## src/rtl/dr_alm_pipe.sv

```systemverilog
// dr_alm_pipe: 3-stage signed multiplier, DR-ALM approximate or exact per op,
// with a full-stall valid/ready stream interface and a delivered-result counter.
module dr_alm_pipe #(
  parameter int DWIDTH      = 16,
  parameter int TRUNC_WIDTH = 7
) (
  input  logic                  i_clk,
  input  logic                  i_rst,
  input  logic                  i_valid,
  output logic                  o_ready,
  input  logic [DWIDTH-1:0]     i_a,
  input  logic [DWIDTH-1:0]     i_b,
  input  logic                  i_mode,
  output logic                  o_valid,
  input  logic                  i_ready,
  output logic [2*DWIDTH-1:0]   o_z,
  output logic [15:0]           o_count
);

  localparam int N  = DWIDTH;
  localparam int KW = $clog2(DWIDTH);

  localparam logic [N-2:0] LSB  = (N-1)'(1 << (N-1-TRUNC_WIDTH));
  localparam logic [N-2:0] KEEP = ~((N-1)'((1 << (N-1-TRUNC_WIDTH)) - 1));

  if (DWIDTH < 4 || DWIDTH > 32) begin : g_bad_dwidth
    $error("dr_alm_pipe: DWIDTH out of range 4..32");
  end
  if (TRUNC_WIDTH < 1 || TRUNC_WIDTH > DWIDTH-2) begin : g_bad_trunc
    $error("dr_alm_pipe: TRUNC_WIDTH out of range 1..DWIDTH-2");
  end

  typedef struct packed {
    logic          v;
    logic          sign;
    logic          zero;
    logic          mode;
    logic [KW-1:0] ka;
    logic [KW-1:0] kb;
    logic [N-2:0]  fa;
    logic [N-2:0]  fb;
    logic [N-1:0]  ma;
    logic [N-1:0]  mb;
  } s1_t;

  typedef struct packed {
    logic         v;
    logic         sign;
    logic         zero;
    logic         mode;
    logic [KW:0]  k;
    logic [N-1:0] f;
    logic [N-1:0] ma;
    logic [N-1:0] mb;
  } s2_t;

  function automatic logic [N-1:0] mag_of(input logic [N-1:0] x);
    return x[N-1] ? -x : x;
  endfunction

  function automatic logic [KW-1:0] lead_one(input logic [N-1:0] m);
    logic [KW-1:0] k;
    k = '0;
    for (int i = 0; i < N; i++) begin
      if (m[i]) k = KW'(i);
    end
    return k;
  endfunction

  // Fraction aligned to N-1 fractional bits; long fractions are
  // truncated with the lowest kept bit forced to 1 to centre the error.
  function automatic logic [N-2:0] frac_of(
    input logic [N-1:0]  m,
    input logic [KW-1:0] k
  );
    logic [N-2:0] f;
    f = (N-1)'(m << (KW'(N-1) - k));
    if (int'(k) > TRUNC_WIDTH) f = (f & KEEP) | LSB;
    return f;
  endfunction

  s1_t s1_q, s1_d;
  s2_t s2_q, s2_d;

  logic           v3_q, v3_d;
  logic [2*N-1:0] z_q, z_d;
  logic [15:0]    cnt_q, cnt_d;
  logic           en;

  logic [N-1:0]   ma_in, mb_in;
  logic [N-1:0]   mant;
  logic [KW+1:0]  e;
  logic [2*N-1:0] p_apx, p_ex, mag, z_nxt;

  assign en      = !v3_q || i_ready;
  assign o_ready = en;
  assign o_valid = v3_q;
  assign o_z     = z_q;
  assign o_count = cnt_q;

  assign ma_in = mag_of(i_a);
  assign mb_in = mag_of(i_b);

  // Antilog: F >= 1 doubles the scale and uses F itself as mantissa.
  always_comb begin
    mant  = s2_q.f[N-1] ? s2_q.f : {1'b1, s2_q.f[N-2:0]};
    e     = (KW+2)'(s2_q.k) + (KW+2)'(s2_q.f[N-1]);
    p_apx = (2*N)'(((3*N)'(mant) << e) >> (N-1));
    p_ex  = (2*N)'(s2_q.ma) * (2*N)'(s2_q.mb);
    mag   = s2_q.zero ? '0 : (s2_q.mode ? p_ex : p_apx);
    z_nxt = s2_q.sign ? -mag : mag;
  end

  always_comb begin
    s1_d  = s1_q;
    s2_d  = s2_q;
    v3_d  = v3_q;
    z_d   = z_q;
    cnt_d = cnt_q + 16'(v3_q && i_ready);
    if (en) begin
      s1_d.v    = i_valid;
      s1_d.sign = i_a[N-1] ^ i_b[N-1];
      s1_d.zero = (i_a == '0) || (i_b == '0);
      s1_d.mode = i_mode;
      s1_d.ka   = lead_one(ma_in);
      s1_d.kb   = lead_one(mb_in);
      s1_d.fa   = frac_of(ma_in, lead_one(ma_in));
      s1_d.fb   = frac_of(mb_in, lead_one(mb_in));
      s1_d.ma   = ma_in;
      s1_d.mb   = mb_in;

      s2_d.v    = s1_q.v;
      s2_d.sign = s1_q.sign;
      s2_d.zero = s1_q.zero;
      s2_d.mode = s1_q.mode;
      s2_d.k    = (KW+1)'(s1_q.ka) + (KW+1)'(s1_q.kb);
      s2_d.f    = N'(s1_q.fa) + N'(s1_q.fb);
      s2_d.ma   = s1_q.ma;
      s2_d.mb   = s1_q.mb;

      v3_d = s2_q.v;
      z_d  = z_nxt;
    end
  end

  always_ff @(posedge i_clk or posedge i_rst) begin
    if (i_rst) begin
      s1_q  <= '0;
      s2_q  <= '0;
      v3_q  <= 1'b0;
      z_q   <= '0;
      cnt_q <= '0;
    end else begin
      s1_q  <= s1_d;
      s2_q  <= s2_d;
      v3_q  <= v3_d;
      z_q   <= z_d;
      cnt_q <= cnt_d;
    end
  end

endmodule

```

## config.mk

```make
export PLATFORM = sky130hd
export DESIGN_NAME = dr_alm_pipe
export DESIGN_NICKNAME = d
export VERILOG_FILES = /design/src/rtl/dr_alm_pipe.sv
export SDC_FILE = /design/constraint.sdc
export NUM_CORES = 1
export LEC_CHECK = 0
export ABC_AREA = 0
export CAP_MARGIN = 20
export CORE_MARGIN = 3
export CORE_UTILIZATION = 58
export CTS_BUF_LIST = sky130_fd_sc_hd__clkbuf_8
export CTS_CLUSTER_DIAMETER = 150
export DETAILED_ROUTE_END_ITERATION = 16
export MAX_ROUTING_LAYER = met4
export PLACE_DENSITY = 0.8
export SLEW_MARGIN = 30
export SYNTH_ARGS = -nofsm -noshare
export SYNTH_HDL_FRONTEND = slang
export SYNTH_SLANG_ARGS = --single-unit
```

## constraint.sdc

```tcl
create_clock -name i_clk -period 7 [get_ports i_clk]
set_input_delay 0.7 -clock i_clk [delete_from_list [all_inputs] [get_ports i_clk]]
set_output_delay 0.7 -clock i_clk [all_outputs]
set_load 0.1 [all_outputs]
```

-- Word level (Yosys, flattened, before mapping)
Cells that the tools add are included.
- shift operators: 3
- equality and inequality tests: 0
- add/sub/neg operators: 9
- magnitude comparators: 2
- reductions and logical operators: 6
- bitwise logic cells: 1
- mux-type cells: 39
- div/mod/pow operators: 0
- $mul: 1
- operator list (kind ; count):
    $mux W4 ; 30
    $mux W32 ; 3
    $shl A16 B6 Y47 ; 1
    $logic_not A16 Y1 ; 2
    $mul A16 B16 Y32 ; 1
    $mux W16 ; 2
    $neg A16 Y16 ; 2
    $neg A32 Y32 ; 1
    $shl A16 B4 Y15 ; 2
    $mux W9 ; 2
    $add A15 B15 Y16 ; 1
    $add A16 B1 Y16 ; 1
    $gt A4 B3 Y1 const B ; 2
    $sub A4 B4 Y4 const A ; 2
    $add A5 B1 Y6 ; 1
    $add A4 B4 Y5 ; 1
    $logic_or A1 B1 Y1 ; 2
    $mux W1 ; 2
    $logic_and A1 B1 Y1 ; 1
    $logic_not A1 Y1 ; 1
    $xor A1 B1 Y1 ; 1
- bits in read-only memories: 0
- register bits: 180
- bits in writable memories: 0
- bits of input ports: 37
- memories kept: 0
- latch bits: 0
- logic and storage cells: 82
- output and inout bits: 50

-- Depth between registers and ports, before layout
- depth after elaboration: 21
- depth in mapped cells: 27
- depth with buffers taken out: 25

-- Worst setup path after synthesis
OpenSTA, ideal clock, no wires.
- path type: reg-to-reg
- start point: register s2_q[8] in the netlist's numbering
- end point: register z_q[31], in the netlist o_z[31]
- cell stages (with the launch flop): 28
- clock period less this slack: 7.370 ns
- required time: 6.866 ns
- library setup time: 0.134 ns
- arrival time: 7.237 ns
- slack: -0.370 ns
- path buffers: 3
- path through: dfrtp_1 -> clkbuf_1 -> clkbuf_1 -> nand2_1 -> fa_1 -> inv_1 -> fa_1 -> inv_1 -> fa_1 -> inv_1 -> fa_1 -> fa_1 -> inv_1 -> fa_1 -> inv_1 -> ha_1 -> clkbuf_1 -> nand4_1 -> or2_2 -> a2111o_1 -> a311oi_1 -> nor4_1 -> a41oi_1 -> nand4_1 -> nor4_2 -> a41oi_1 -> xnor2_1 -> o21ai_0
- cells in the longest elaborated chain, start to end: 5
- RTL lines (element ; line ; text):
    start, declared ; 83 ; s2_t s2_q, s2_d;
    start signal, assigned ; 149 ; s2_q <= '0;
    start signal, assigned ; 155 ; s2_q <= s2_d;
    $mul A16 B16 Y32 * ; 109 ; p_ex = (2*N)'(s2_q.ma) * (2*N)'(s2_q.mb);
    $mux W32 * (2 in a row) ; 110 ; mag = s2_q.zero ? '0 : (s2_q.mode ? p_ex : p_apx);
    $neg A32 Y32 ; 111 ; z_nxt = s2_q.sign ? -mag : mag;
    $mux W32 * ; 111 ;
    end signal, assigned ; 157 ; z_q <= z_d;
    end, declared ; 86 ; logic [2*N-1:0] z_q, z_d;
Every way passes the cells marked *; elsewhere a longest branch is shown, timed or not.
A chain may end at the register's enable or synchronous reset.

-- Final worst setup path
- start point: register s2_q[5] in the netlist's numbering
- end point: register z_q[31], in the netlist o_z[31]
Same word-level chain as after synthesis.

==> results.toml <==
[worst_setup_path]
cp_max_fo = 5
crit_path_start_kind = "flip-flop"
endpoint_kind = "flip-flop"
required_ns = 7.42
worstPathArrival_ns = 7.29
crit_type = "flip-flop to flip-flop"

[clock_tree]
htreeDepth = 4
cts_buffer_depth = 2
cts_hold_buf = 0
clk_latency_ns = 0.52
clk_pin_slew_ns = 0.12
cts_tree = "built"
cts.sinks = 180
cts_root_buf = "clkbuf_8"
cts_made_buffers = 17

[logic_synthesis]
synth.yosys.seq_area_share_pct = 22.1
ys_warn_count = 0
ys_ff_latch = 180
avgSynthCellArea_sq_um = 8.64
netlist_instances = 2357
ys.flop_type = "dfrtp_1"
synth_top_cell_by_area = "dfrtp_1"
synth_top_area_share_pct = 22.1
synth_cell_types = 89
syn_area_sq_um = 20400
synth_area_leaders = "dfrtp_1 22%, fa_1 19%, ha_1 8.0%"
synthArstFlopShare_pct = 100
synth_edf_count = 0
synth_nets = 2720

[global_routing]
grt_pass1_vias = 17700
overflow = 0
grt_antenna_before_repair = 0
grt_pass1_wl_um = 93900
grt_max_degree = 115
grt_usage_pct = 32.1

[place]
dp_hpwl_um = 45700
gp_congestion = 0.988
port-buffer-count = 86
dp_cells = 2870

[run_status]
outcome = "complete, no violations"

[die]
die_h_um = 193
die_area_sq_um = 37400
rows = 67
core_area_sq_um = 34000
num_io_pins = 87
start_util_pct = 59.8
die_x_um = 193

[sta]
tightest_slew_ns = 1.03
slew_viol_final = 0
hold_viol = 0
fin_skew_ns = 0.0249
min_period_ns = 6.87
setup_viol = 0
fin_crit_sh_pct = 98.1
hold_ws_ns = 0.468
relSlewSlack_pct = 31.1
timing.setup.tns_ns = 0
fmax_mhz = 146

[drt]
drt-total-wl_um = 58400
drc = 0
ant_nets = 0
routedWlPerCell_um = 19.9
drt_first_pass_iters = 7
drt_iter0_drc = 1264
via_count = 17500
vias_per_cell = 5.97

[layout]
nFillCells = 2698
nNetsFinal = 2830
num_antenna_cells = 0
area_growth_pct = 13.6
seq_area_sq_um = 4530
stdcell_count = 2928
drive_above_1_share_pct = 12.8
multi_input_area_sq_um = 14800

[worst_hold_path]
hold_class = "flip-flop to flip-flop"

[flow_run]
maxCapViolCount = 0
==> metrics by stage <==
stage	cell area, sq um	utilization, %	worst slack [ns]
CTS	22600	66.4	0.00221
global route	23100	68.0	-0.117
finish	23100	68.0	0.131
global placement	22000	64.8	0.0551
detailed placement	22000	64.8	-0.137
floorplan	20400	-	0.00907
==> sequential cells by signal, summed over array words and instances, names as in the netlist <==
name	flops
o_valid	1
s1_q	74
o_z	32
o_count	16
s2_q	57
==> synth_stat cells (all sizes together), types with 10 or more instances <==
cell	instances
a211oi	13
a21o	20
a21oi	129
a221oi	12
a22oi	11
a31oi	16
and2	145
and3	10
buf	24
clkbuf	95
dfrtp	180
fa	196
ha	130
inv	269
mux2	32
mux2i	56
nand2	368
nand2b	19
nand3	30
nand4	13
nor2	140
nor3	24
nor4	11
o211ai	17
o21a	16
o21ai	103
o22ai	10
o31ai	23
xnor2	54
xor2	54
==> cell type report <==
cell class / count / area share (%)
Inverter: 270 / 4.43
Timing Repair Buffer: 210 / 7.81
Tap cell: 448 / 2.42
Sequential cell: 180 / 19.6
Clock inverter: 13 / 0.638
Multi-Input combinational cell: 1788 / 64.0
Clock buffer: 19 / 1.13
==> worst max-delay path: stages (launching register included) <==
cell,delay [ns]
dfrtp_2,0.44
buf_12,0.13
and2_1,0.15
fa_1,0.50
inv_2,0.05
fa_1,0.48
fa_2,0.57
inv_1,0.05
fa_1,0.46
fa_1,0.52
inv_2,0.05
fa_1,0.53
inv_1,0.06
ha_4,0.28
nand4_1,0.13
buf_4,0.16
o211ai_1,0.30
buf_4,0.20
o21ai_4,0.08
a211oi_2,0.31
o21a_1,0.21
o32ai_4,0.14
nor4_4,0.32
buf_4,0.16
a41oi_2,0.12
xnor2_1,0.16
o21ai_0,0.20
==> per-layer routing <==
metal / GRT usage, % / routed length, um / vias to the layer above
met4: 9.64 / 1920 / 0
met1: 42.7 / 25000 / 8714
met3: 4.26 / 3360 / 139
met2: 51.9 / 28100 / 583
li1: - / - / 8052
met5: - / 0 / -
==> cell families after synthesis <==
group	count (synthesis)	share of synthesized area, %
AO/OA/AOI/OAI	452	14.5
XOR/XNOR	108	4.81
adder cells (fa/ha/maj)	326	27.3
buffers and inverters	389	7.44
flip-flops	180	22.1
multiplexers	93	5.10
AND/OR/NAND/NOR	809	18.7
==> layout by cell type, fill, tap and decap left out, types with 7 or more instances in the layout <==
| cell | Yosys | final |
|---|---|---|
| a211oi_1 | 12 | 9 |
| a21boi_0 | 8 | 8 |
| a21o_1 | 20 | 20 |
| a21oi_1 | 128 | 123 |
| a221o_1 | 8 | 7 |
| a221oi_1 | 12 | 11 |
| a22oi_1 | 11 | 11 |
| a31oi_1 | 16 | 12 |
| and2_1 | 144 | 140 |
| and3_1 | 10 | 10 |
| buf_4 | 2 | 118 |
| clkbuf_8 | 0 | 19 |
| clkdlybuf4s50_1 | 0 | 84 |
| dfrtp_1 | 180 | 160 |
| dfrtp_2 | 0 | 20 |
| fa_1 | 196 | 191 |
| ha_1 | 130 | 119 |
| ha_4 | 0 | 9 |
| inv_1 | 269 | 262 |
| inv_2 | 0 | 7 |
| mux2_2 | 31 | 30 |
| mux2i_1 | 56 | 56 |
| nand2_1 | 367 | 365 |
| nand2b_1 | 19 | 19 |
| nand3_1 | 29 | 28 |
| nand4_1 | 13 | 13 |
| nor2_1 | 140 | 136 |
| nor3_1 | 22 | 18 |
| o211ai_1 | 16 | 16 |
| o21a_1 | 16 | 15 |
| o21ai_0 | 98 | 96 |
| o22ai_1 | 10 | 10 |
| o31ai_1 | 23 | 22 |
| or3_1 | 9 | 8 |
| xnor2_1 | 52 | 51 |
| xor2_1 | 53 | 51 |
==> worst paths after layout <==
check	start	endpoint	slack (ns)	depth (start not counted)
max reg2reg	s2_q[5]	o_z[31]	0.13	26
min	s1_q[0]	s2_q[0]	0.47	2
min reg2reg	s1_q[0]	s2_q[0]	0.47	2
min in group asynchronous	i_rst	s2_q[19]	0.60	2
max	s2_q[5]	o_z[31]	0.13	26
max in group asynchronous	i_rst	s1_q[51]	5.06	3
==> timing repair <==
item / in CTS / in global routing
endpoints found under the setup margin: 7 / 15
gates resized for setup: 25 / 89
cloned: 0 / 0
buffers inserted: 8 / 19
pin swaps: 7 / 58
Power is left out: the tool's default activity adds up to more than one toggle a clock period on the data nets, which glitch-free logic cannot reach.
